File: config.mk
export PLATFORM = sky130hd
export DESIGN_NAME = id_ex_stage_flat
export DESIGN_NICKNAME = d
export VERILOG_FILES = /design/src/rtl/pipeline_pkg.sv /design/src/rtl/id_ex_stage_if.sv /design/src/rtl/id_ex_stage_load_use_detect.sv /design/src/rtl/id_ex_stage.sv /design/src/flat_wrapper.sv
export SDC_FILE = /design/constraint.sdc
export NUM_CORES = 1
export LEC_CHECK = 0
export BUFFER_PORTS_ARGS = -buffer_cell sky130_fd_sc_hd__buf_2
export CAP_MARGIN = 20
export CORE_AREA = 5 5 203 205
export CTS_CLUSTER_SIZE = 25
export DETAILED_ROUTE_END_ITERATION = 16
export DIE_AREA = 0 0 208 210
export PLACE_DENSITY_LB_ADDON = 0.3
export SLEW_MARGIN = 20
export SYNTH_ARGS = -nofsm -noshare
export SYNTH_HDL_FRONTEND = slang
export SYNTH_SLANG_ARGS = --single-unit
File: constraint.sdc
create_clock -name clk -period 6.9 [get_ports clk]
set_input_delay 0.69 -clock clk [delete_from_list [all_inputs] [get_ports clk]]
set_output_delay 0.69 -clock clk [all_outputs]
set_load 0.01 [all_outputs]
File: src/rtl/pipeline_pkg.sv
// Shared pipeline definitions for the decode/issue slice.
// Holds the control bundle layout (bit positions and packed struct) and
// the all-zero NOP control word used for bubbles and killed slots.
package pipeline_pkg;

  localparam int CTRL_W          = 8;
  localparam int CTRL_REG_WRITE  = 0;
  localparam int CTRL_MEM_READ   = 1;
  localparam int CTRL_MEM_WRITE  = 2;
  localparam int CTRL_ALU_SRC    = 3;
  localparam int CTRL_ALU_OP_LSB = 4;
  localparam int CTRL_ALU_OP_MSB = 7;

  // Declared MSB first so reg_write lands on bit 0.
  typedef struct packed {
    logic [CTRL_ALU_OP_MSB-CTRL_ALU_OP_LSB:0] alu_op;
    logic                                     alu_src;
    logic                                     mem_write;
    logic                                     mem_read;
    logic                                     reg_write;
  } ctrl_t;

  localparam ctrl_t CTRL_NOP = '0;

endpackage

File: src/rtl/id_ex_stage_if.sv
// Bus bundle around the decode/issue stage: IF/ID inputs, register bank
// read port, write-back port, flush/hold controls and the ID/EX register
// outputs.
//   slave  : the id_ex_stage itself
//   master : the surrounding pipeline (fetch, register bank, WB, EX)
// Handshake: there is no valid/ready pair. if_valid qualifies the IF/ID
// contents; id_stall tells fetch to hold IF/ID and the PC; ex_hold tells
// the stage that execute cannot accept, so ID/EX freezes; ex_valid
// qualifies the ID/EX contents.
interface id_ex_stage_if
  import pipeline_pkg::*;
#(
  parameter int N     = 32,
  parameter int Bits  = 64,
  parameter int CNT_W = 16
);
  localparam int IDX_W = $clog2(N);

  logic             if_valid;
  logic [IDX_W-1:0] if_rs1;
  logic [IDX_W-1:0] if_rs2;
  logic [IDX_W-1:0] if_rd;
  logic             if_use_rs2;
  logic [Bits-1:0]  if_imm;
  ctrl_t            if_ctrl;
  logic             id_stall;
  logic [IDX_W-1:0] rf_ptr_rd_1;
  logic [IDX_W-1:0] rf_ptr_rd_2;
  logic [Bits-1:0]  rf_data_rd_1;
  logic [Bits-1:0]  rf_data_rd_2;
  logic             wb_wr_en;
  logic [IDX_W-1:0] wb_ptr_wr;
  logic [Bits-1:0]  wb_data_wr;
  logic             flush;
  logic             ex_hold;
  logic             ex_valid;
  logic [Bits-1:0]  ex_rs1_data;
  logic [Bits-1:0]  ex_rs2_data;
  logic [IDX_W-1:0] ex_rs1;
  logic [IDX_W-1:0] ex_rs2;
  logic [IDX_W-1:0] ex_rd;
  logic [Bits-1:0]  ex_imm;
  ctrl_t            ex_ctrl;
  logic [CNT_W-1:0] bubble_cnt;

  modport master (
    output if_valid, if_rs1, if_rs2, if_rd, if_use_rs2, if_imm, if_ctrl,
    output rf_data_rd_1, rf_data_rd_2, wb_wr_en, wb_ptr_wr, wb_data_wr,
    output flush, ex_hold,
    input  id_stall, rf_ptr_rd_1, rf_ptr_rd_2, ex_valid, ex_rs1_data,
    input  ex_rs2_data, ex_rs1, ex_rs2, ex_rd, ex_imm, ex_ctrl, bubble_cnt
  );

  modport slave (
    input  if_valid, if_rs1, if_rs2, if_rd, if_use_rs2, if_imm, if_ctrl,
    input  rf_data_rd_1, rf_data_rd_2, wb_wr_en, wb_ptr_wr, wb_data_wr,
    input  flush, ex_hold,
    output id_stall, rf_ptr_rd_1, rf_ptr_rd_2, ex_valid, ex_rs1_data,
    output ex_rs2_data, ex_rs1, ex_rs2, ex_rd, ex_imm, ex_ctrl, bubble_cnt
  );

endinterface

File: src/rtl/id_ex_stage_load_use_detect.sv
// Combinational load-use hazard compare.
// Ports:
//   i_if_valid, i_if_rs1, i_if_rs2, i_if_use_rs2 : instruction in ID
//   i_ex_valid, i_ex_mem_read, i_ex_rd           : instruction in ID/EX
//   o_load_use                                   : ID must wait one cycle
module load_use_detect #(
  parameter int IDX_W = 5
) (
  input  logic             i_if_valid,
  input  logic [IDX_W-1:0] i_if_rs1,
  input  logic [IDX_W-1:0] i_if_rs2,
  input  logic             i_if_use_rs2,
  input  logic             i_ex_valid,
  input  logic             i_ex_mem_read,
  input  logic [IDX_W-1:0] i_ex_rd,
  output logic             o_load_use
);

  logic w_rs1_hit;
  logic w_rs2_hit;

  assign w_rs1_hit = (i_ex_rd == i_if_rs1);
  // I-type and loads carry an immediate in the rs2 field; ignore it.
  assign w_rs2_hit = i_if_use_rs2 && (i_ex_rd == i_if_rs2);

  // A load to x0 produces nothing anyone can depend on.
  assign o_load_use = i_if_valid && i_ex_valid && i_ex_mem_read &&
                      (i_ex_rd != '0) && (w_rs1_hit || w_rs2_hit);

endmodule

File: src/rtl/id_ex_stage.sv
// Decode/issue stage between the IF/ID latch and execute.
// Drives the register bank read pointers, applies write-back bypass to
// the returned operands, inserts a one-cycle bubble on load-use, honours
// flush and execute hold, and registers the result into ID/EX.
// Ports:
//   clk, rst : clock, asynchronous active-high reset
//   bus      : id_ex_stage_if slave (IF/ID in, RF read, WB, flush/hold,
//              ID/EX out, bubble counter)
module id_ex_stage
  import pipeline_pkg::*;
#(
  parameter int N     = 32,
  parameter int Bits  = 64,
  parameter int CNT_W = 16
) (
  input  logic          clk,
  input  logic          rst,
  id_ex_stage_if.slave  bus
);

  localparam int IDX_W = $clog2(N);

  logic             w_load_use;
  logic [Bits-1:0]  w_op1;
  logic [Bits-1:0]  w_op2;

  logic             r_ex_valid;
  ctrl_t            r_ex_ctrl;
  logic [Bits-1:0]  r_ex_rs1_data;
  logic [Bits-1:0]  r_ex_rs2_data;
  logic [IDX_W-1:0] r_ex_rs1;
  logic [IDX_W-1:0] r_ex_rs2;
  logic [IDX_W-1:0] r_ex_rd;
  logic [Bits-1:0]  r_ex_imm;
  logic [CNT_W-1:0] r_bubble_cnt;

  load_use_detect #(.IDX_W(IDX_W)) u_load_use_detect (
    .i_if_valid    (bus.if_valid),
    .i_if_rs1      (bus.if_rs1),
    .i_if_rs2      (bus.if_rs2),
    .i_if_use_rs2  (bus.if_use_rs2),
    .i_ex_valid    (r_ex_valid),
    .i_ex_mem_read (r_ex_ctrl.mem_read),
    .i_ex_rd       (r_ex_rd),
    .o_load_use    (w_load_use)
  );

  assign bus.rf_ptr_rd_1 = bus.if_rs1;
  assign bus.rf_ptr_rd_2 = bus.if_rs2;

  // Flush wins: the instruction in ID is dead, so there is nothing to hold.
  assign bus.id_stall = (w_load_use || bus.ex_hold) && !bus.flush;

  // Write-through bypass: the bank reads the old value during the cycle
  // it is being written, so take the WB data directly.
  always_comb begin
    w_op1 = bus.rf_data_rd_1;
    w_op2 = bus.rf_data_rd_2;
    if (bus.if_rs1 == '0)
      w_op1 = '0;
    else if (bus.wb_wr_en && (bus.wb_ptr_wr == bus.if_rs1))
      w_op1 = bus.wb_data_wr;
    if (bus.if_rs2 == '0)
      w_op2 = '0;
    else if (bus.wb_wr_en && (bus.wb_ptr_wr == bus.if_rs2))
      w_op2 = bus.wb_data_wr;
  end

  always_ff @(posedge clk or posedge rst) begin
    if (rst) begin
      r_ex_valid    <= 1'b0;
      r_ex_ctrl     <= CTRL_NOP;
      r_ex_rs1_data <= '0;
      r_ex_rs2_data <= '0;
      r_ex_rs1      <= '0;
      r_ex_rs2      <= '0;
      r_ex_rd       <= '0;
      r_ex_imm      <= '0;
      r_bubble_cnt  <= '0;
    end else if (bus.flush) begin
      // Data fields are left as-is; only the valid/control kill matters.
      r_ex_valid <= 1'b0;
      r_ex_ctrl  <= CTRL_NOP;
    end else if (bus.ex_hold) begin
      r_ex_valid <= r_ex_valid;
    end else if (w_load_use) begin
      r_ex_valid <= 1'b0;
      r_ex_ctrl  <= CTRL_NOP;
      if (r_bubble_cnt != '1)
        r_bubble_cnt <= r_bubble_cnt + CNT_W'(1);
    end else begin
      r_ex_valid    <= bus.if_valid;
      r_ex_ctrl     <= bus.if_valid ? bus.if_ctrl : CTRL_NOP;
      r_ex_rs1_data <= w_op1;
      r_ex_rs2_data <= w_op2;
      r_ex_rs1      <= bus.if_rs1;
      r_ex_rs2      <= bus.if_rs2;
      r_ex_rd       <= bus.if_rd;
      r_ex_imm      <= bus.if_imm;
    end
  end

  assign bus.ex_valid    = r_ex_valid;
  assign bus.ex_ctrl     = r_ex_ctrl;
  assign bus.ex_rs1_data = r_ex_rs1_data;
  assign bus.ex_rs2_data = r_ex_rs2_data;
  assign bus.ex_rs1      = r_ex_rs1;
  assign bus.ex_rs2      = r_ex_rs2;
  assign bus.ex_rd       = r_ex_rd;
  assign bus.ex_imm      = r_ex_imm;
  assign bus.bubble_cnt  = r_bubble_cnt;

endmodule

File: src/flat_wrapper.sv
// flat-port wrapper written by rule: the top's interface ports become plain ports
module id_ex_stage_flat import pipeline_pkg::*;
#(
  parameter int N     = 32,
  parameter int Bits  = 64,
  parameter int CNT_W = 16
)
  (clk, rst, bus_if_valid, bus_if_rs1, bus_if_rs2, bus_if_rd, bus_if_use_rs2, bus_if_imm, bus_if_ctrl, bus_rf_data_rd_1, bus_rf_data_rd_2, bus_wb_wr_en, bus_wb_ptr_wr, bus_wb_data_wr, bus_flush, bus_ex_hold, bus_id_stall, bus_rf_ptr_rd_1, bus_rf_ptr_rd_2, bus_ex_valid, bus_ex_rs1_data, bus_ex_rs2_data, bus_ex_rs1, bus_ex_rs2, bus_ex_rd, bus_ex_imm, bus_ex_ctrl, bus_bubble_cnt);
  id_ex_stage_if #(.N(N), .Bits(Bits), .CNT_W(CNT_W)) bus_i ();
  input  logic clk;
  input  logic rst;
  input wire logic [$bits(bus_i.if_valid)-1:0] bus_if_valid;
  input wire logic [$bits(bus_i.if_rs1)-1:0] bus_if_rs1;
  input wire logic [$bits(bus_i.if_rs2)-1:0] bus_if_rs2;
  input wire logic [$bits(bus_i.if_rd)-1:0] bus_if_rd;
  input wire logic [$bits(bus_i.if_use_rs2)-1:0] bus_if_use_rs2;
  input wire logic [$bits(bus_i.if_imm)-1:0] bus_if_imm;
  input wire logic [$bits(bus_i.if_ctrl)-1:0] bus_if_ctrl;
  input wire logic [$bits(bus_i.rf_data_rd_1)-1:0] bus_rf_data_rd_1;
  input wire logic [$bits(bus_i.rf_data_rd_2)-1:0] bus_rf_data_rd_2;
  input wire logic [$bits(bus_i.wb_wr_en)-1:0] bus_wb_wr_en;
  input wire logic [$bits(bus_i.wb_ptr_wr)-1:0] bus_wb_ptr_wr;
  input wire logic [$bits(bus_i.wb_data_wr)-1:0] bus_wb_data_wr;
  input wire logic [$bits(bus_i.flush)-1:0] bus_flush;
  input wire logic [$bits(bus_i.ex_hold)-1:0] bus_ex_hold;
  output wire logic [$bits(bus_i.id_stall)-1:0] bus_id_stall;
  output wire logic [$bits(bus_i.rf_ptr_rd_1)-1:0] bus_rf_ptr_rd_1;
  output wire logic [$bits(bus_i.rf_ptr_rd_2)-1:0] bus_rf_ptr_rd_2;
  output wire logic [$bits(bus_i.ex_valid)-1:0] bus_ex_valid;
  output wire logic [$bits(bus_i.ex_rs1_data)-1:0] bus_ex_rs1_data;
  output wire logic [$bits(bus_i.ex_rs2_data)-1:0] bus_ex_rs2_data;
  output wire logic [$bits(bus_i.ex_rs1)-1:0] bus_ex_rs1;
  output wire logic [$bits(bus_i.ex_rs2)-1:0] bus_ex_rs2;
  output wire logic [$bits(bus_i.ex_rd)-1:0] bus_ex_rd;
  output wire logic [$bits(bus_i.ex_imm)-1:0] bus_ex_imm;
  output wire logic [$bits(bus_i.ex_ctrl)-1:0] bus_ex_ctrl;
  output wire logic [$bits(bus_i.bubble_cnt)-1:0] bus_bubble_cnt;
  assign bus_i.if_valid = bus_if_valid;
  assign bus_i.if_rs1 = bus_if_rs1;
  assign bus_i.if_rs2 = bus_if_rs2;
  assign bus_i.if_rd = bus_if_rd;
  assign bus_i.if_use_rs2 = bus_if_use_rs2;
  assign bus_i.if_imm = bus_if_imm;
  assign bus_i.if_ctrl = bus_if_ctrl;
  assign bus_i.rf_data_rd_1 = bus_rf_data_rd_1;
  assign bus_i.rf_data_rd_2 = bus_rf_data_rd_2;
  assign bus_i.wb_wr_en = bus_wb_wr_en;
  assign bus_i.wb_ptr_wr = bus_wb_ptr_wr;
  assign bus_i.wb_data_wr = bus_wb_data_wr;
  assign bus_i.flush = bus_flush;
  assign bus_i.ex_hold = bus_ex_hold;
  assign bus_id_stall = bus_i.id_stall;
  assign bus_rf_ptr_rd_1 = bus_i.rf_ptr_rd_1;
  assign bus_rf_ptr_rd_2 = bus_i.rf_ptr_rd_2;
  assign bus_ex_valid = bus_i.ex_valid;
  assign bus_ex_rs1_data = bus_i.ex_rs1_data;
  assign bus_ex_rs2_data = bus_i.ex_rs2_data;
  assign bus_ex_rs1 = bus_i.ex_rs1;
  assign bus_ex_rs2 = bus_i.ex_rs2;
  assign bus_ex_rd = bus_i.ex_rd;
  assign bus_ex_imm = bus_i.ex_imm;
  assign bus_ex_ctrl = bus_i.ex_ctrl;
  assign bus_bubble_cnt = bus_i.bubble_cnt;
  id_ex_stage #(.N(N), .Bits(Bits), .CNT_W(CNT_W)) u_core (.clk(clk), .rst(rst), .bus(bus_i));
endmodule
## After elaboration in Yosys (flattened, before gate mapping)

Index checks and enable logic that the tools add are counted.
Widths: inputs -> output; s select.

- Add/subtract/negate cells: 1
- Equal/unequal tests: 6
- Multiplexer cells: 11
- Bitwise gates (word level): 3
- Reduce and logical (&&, ||, !) cells: 16

Operators with widths:

| cell | count |
|---|---|
| $mux 64 | 4 |
| $mux 8 | 4 |
| $eq 5x5->1 | 4 |
| $add 16x1->16 const B | 1 |
| $ne 16x16->1 const B | 1 |
| $logic_not 5->1 | 2 |
| $logic_and 1x1->1 | 8 |
| $reduce_bool 5->1 | 1 |
| $reduce_and 4->1 | 1 |
| $mux 1 | 3 |
| $not 1->1 | 3 |
| $reduce_and 3->1 | 1 |
| $logic_or 1x1->1 | 2 |
| $ne 2x2->1 const B | 1 |
| $logic_not 1->1 | 1 |

- Flip-flop bits (word level): 232
- Input bits: 291
- Logic and storage cells: 50

## Logic depth before layout (Yosys ltp)

- Depth after elaboration: 7
- Gate-level depth with buffers: 9

## By module

From an unflattened synthesis, not the netlist that was laid out.

- Cell total of the unflattened synthesis: 1038
- Area, all modules: 10736.5 um^2

Modules (own cells, without submodules):

| module | times used | cells an instance | area each (um^2) |
|---|---|---|---|
| id_ex_stage | 1 | 1021 | 10606.4 |
| load_use_detect | 1 | 17 | 130.1 |

## Worst setup path before layout

Ideal clock, no wire load.

- Path type: input-to-output
- Start: input port bus_if_rs2[3]
- End: output port bus_id_stall
- Arrival time: 1.704 ns
- Data required time: 6.210 ns
- Slack: 4.506 ns
- Stages on the path: 6
- Path buffers: 0
- Cell sequence: xor2_1 -> nor4_1 -> a32oi_1 -> nor2_1 -> nor2_1 -> nor2_1

- Longest elaborated chain between the ends: 6

RTL lines:

| item | line | text |
|---|---|---|
| start: declaration | flat_wrapper.sv:14 | `input wire logic [$bits(bus_i.if_rs2)-1:0] bus_if_rs2;` |
| $eq 5x5->1 | id_ex_stage_load_use_detect.sv:24 | `assign w_rs2_hit = i_if_use_rs2 && (i_ex_rd == i_if_rs2);` |
| $logic_and 1x1->1 | id_ex_stage_load_use_detect.sv:24 |  |
| $logic_or 1x1->1 | id_ex_stage_load_use_detect.sv:28 | `(i_ex_rd != '0) && (w_rs1_hit \|\| w_rs2_hit);` |
| $logic_and 1x1->1 | id_ex_stage_load_use_detect.sv:28 |  |
| $logic_or 1x1->1 | id_ex_stage.sv:52 | `assign bus.id_stall = (w_load_use \|\| bus.ex_hold) && !bus.flush;` |
| $logic_and 1x1->1 | id_ex_stage.sv:52 |  |
| end: declaration | flat_wrapper.sv:26 | `output wire logic [$bits(bus_i.id_stall)-1:0] bus_id_stall;` |

Every way passes these cells.

## Final worst setup path

- Start: register u_core.r_ex_rd[3] (netlist: u_core.bus.ex_rd[3])
- End: output port bus_id_stall

- Longest elaborated chain between the ends: 6

RTL lines:

| item | line | text |
|---|---|---|
| start: declaration | id_ex_stage.sv:33 | `logic [IDX_W-1:0] r_ex_rd;` |
| start signal: assignment | id_ex_stage.sv:98 | `r_ex_rd <= bus.if_rd;` |
| $eq 5x5->1 | id_ex_stage_load_use_detect.sv:24 |  |
| $logic_and 1x1->1 | id_ex_stage_load_use_detect.sv:24 |  |
| $logic_or 1x1->1 | id_ex_stage_load_use_detect.sv:28 |  |
| $logic_and 1x1->1 (*) | id_ex_stage_load_use_detect.sv:28 |  |
| $logic_or 1x1->1 (*) | id_ex_stage.sv:52 |  |
| $logic_and 1x1->1 (*) | id_ex_stage.sv:52 |  |

Every way passes the cells marked *; elsewhere a longest branch is shown, timed or not.

==> key figures <==
Place
  – Pre-CTS setup slack: 3.51 ns
  – # port buffers: 533
  – Post-DP Area: 13800 um^2
  – Final GP Congestion: 0.885
  – Hpwl dp: 28100 um
  – Dpl cells: 1859

Logic synthesis
  – Ys async rst share: 100%
  – Unique masters post-synth: 33
  – Most instantiated library cell after synthesis: dfrtp_1
  – Post-Synthesis Cells: 870
  – Cell accounting for the most synthesized area: dfrtp_1
  – Top cells by area, synth: dfrtp_1, mux2i_1, mux2_2
  – #FFs+latches synth: 232
  – Area fraction of the dominant cell type after synthesis: 54.2%
  – Number of synthesized flops with an enable pin: 0
  – Mapped Avg Cell Area: 12.3 um^2
  – Post-synthesis cell area: 10700 um^2
  – Yosys warns: 0
  – Net Count, Synth: 1162
  – Commonest cells in the netlist: dfrtp_1, nand2_1, mux2i_1
  – Ys flop type: dfrtp_1
  – Sequential area share after synthesis: 54.2%

Floorplan
  – Starting Density: 27.3%
  – Row count: 73
  – Die X: 208 um
  – Core Box Area: 39300 um^2
  – Full die area: 43700 um^2
  – Ports: 534
  – Die height: 210 um

Timing
  – Final-report setup violation count: 0
  – Hold WS: 0.283 ns
  – Setup TNS: 0 ns
  – Relative slew slack: 35.6%
  – Final hold violation count: 0
  – Period Utilization, post-route: 45.3%
  – Max Slew Vio Count: 0
  – F_max: 320 MHz
  – RSZ-0062 raised after global routing: false
  – Min setup slack post-route: 3.77 ns
  – Slew @ Worst Pin: 0.964 ns
  – Clock skew: 0.00894 ns
  – Crit path time final: 3.13 ns

Setup path
  – Arrival time worst endpoint: 2.44 ns
  – CP Launch Type: flip-flop
  – CP required: 6.21 ns
  – Critical path class: flip-flop to primary output
  – Crit path capture type: primary output
  – Max FO, Critical Path: 5

CTS
  – H-Tree Depth: 1
  – Longest Clk Path Bufs: 3
  – CTS Sinks: 232
  – Post-CTS sizing: 0
  – Worst-Skew Late Latency: 0.54 ns
  – Cts hold-fix bufs: 0
  – CTS Buf Count: 28
  – Root Driver: clkbuf_16
  – Post CTS Setup Buffer Count: 0
  – CTS tree: yes
  – Reg clk slew, reported paths: 0.06 ns

Outcome
  – Outcome: complete, no violations

Hold path
  – HP Class: primary input to asynchronous set/reset pin

Power and ir drop
  – Static leakage: 6.95 nW
  – Pwr Density: 256 nW/um^2
  – Final Total Pwr: 3.74 mW
  – Maximum vdd drop: 0.000155 V

Final layout
  – Non-filler cells, final: 1909
  – Final instance area: 14600 um^2
  – # nets final: 1656
  – Fillers: 4011
  – Area grow syn2layout: 36.5%
  – Layout cells sized above 1: 50.7%
  – Fin util: 37.2%

GRT
  – First-pass GRT wire length: 58100 um
  – GR Overflow Total: 0
  – Largest net degree at the start of global routing: 185
  – Initial antenna violation count: 4
  – GRT Total Usage: 16.5%
  – Number of global-route vias before repair: 9367

Route
  – Vias per cell: 4.61
  – Initial DRC count: 484
  – Remaining antenna violation count: 0
  – DR pass1 iterations: 5
  – Via count: 8807
  – Drt drc: 0
  – Drt wl/cell: 19.8 um
  – Final wirelength: 37800 um

Flow run
  – MaxCap Viol Count: 0
power by group:
group / total (mW) / switching [mW] / internal [mW]
registers: 1.63 / 0.0991 / 1.53
clock network: 1.39 / 0.572 / 0.822
logic: 0.716 / 0.393 / 0.324
total: 3.74 / 1.06 / 2.68
worst max-delay path: stages (launching register included):
cell     delay [ns]
dfrtp_1        0.48
xor2_1         0.18
nor4_1         0.31
a32oi_1        0.28
nor2_1         0.30
nor2_1         0.07
nor2_1         0.11
buf_2          0.15
placed cells by master (no fill, tap or decap), types with 2 or more instances in the layout:
cell       instances
clkinv_2           4
o31ai_2           30
nand4_1            4
or4_1              3
nand2_1          132
buf_4              5
buf_2            533
and2_1             3
clkbuf_8           6
xnor2_1           18
diode_2            4
nand3_1            8
clkbuf_16         29
mux2_2            79
nor4_1             3
nor2_1             6
clkbuf_1           7
dfrtp_1          232
nor2_4             2
nor3_2             2
and3_1             6
mux2i_1          128
and4_1             2
a32o_1             8
o31ai_1           98
buf_12             3
and3_4             2
xor2_1            17
layout make-up:
type	count	area (um^2)	area share [%]
Clock buffer	42	835	5.71
Sequential cell	232	5810	39.7
Inverter	1	7.51	0.0513
Clock inverter	4	20.0	0.137
Multi-Input combinational cell	560	4520	30.9
Tap cell	525	657	4.49
Timing Repair Buffer	541	2770	18.9
Antenna cell	4	10.0	0.0684
routing by layer:
layer  share of wire (%)  vias to the layer above  wire [um]  GRT usage (%)
met4                 2.0                        0        769           4.03
met1                  41                     4297      15400           21.0
li1                    -                     4123          -              -
met2                  49                      339      18600           27.6
met5                   0                        -          0              0
met3                 8.0                       48       3040           5.24
cells by family (layout without fill, tap and decap cells):
logic type	Yosys count	in the layout	synth area share, %
AOI/OAI and AO/OA	140	140	11.5
xor gates and xnor gates	35	35	2.86
adders and majority gates	1	1	0.117
buffers and inverters	78	588	3.87
DFF	232	232	54.2
muxes	208	208	20.4
other	0	4	0
and+or+nand+nor	176	176	7.08
flip-flops by register name, indices dropped and copies added (netlist names):
register	flops
u_core.bus.ex_rs1	5
u_core.bus.ex_rs2	5
u_core.bus.bubble_cnt	16
u_core.bus.ex_rs1_data	64
u_core.bus.ex_rs2_data	64
u_core.bus.ex_imm	64
u_core.bus.ex_valid	1
u_core.bus.ex_rd	5
u_core.bus.ex_ctrl	8
path summary, 6_finish.rpt:
path                       cells after the start                        from  slack, ns                         end
max                                            7         u_core.bus.ex_rd[3]       3.77                bus_id_stall
min                                            2                         rst       0.28       u_core.bus.ex_imm[19]
max reg2reg                                    6         u_core.bus.ex_rd[3]       4.10       u_core.bus.ex_imm[35]
min reg2reg                                    2  u_core.bus.ex_rs2_data[53]       0.47  u_core.bus.ex_rs2_data[53]
max in group asynchronous                      3                         rst       5.25  u_core.bus.ex_rs1_data[38]
min in group clk                               2              bus_if_imm[19]       0.37       u_core.bus.ex_imm[19]
Power figures use the tool's default switching activity.
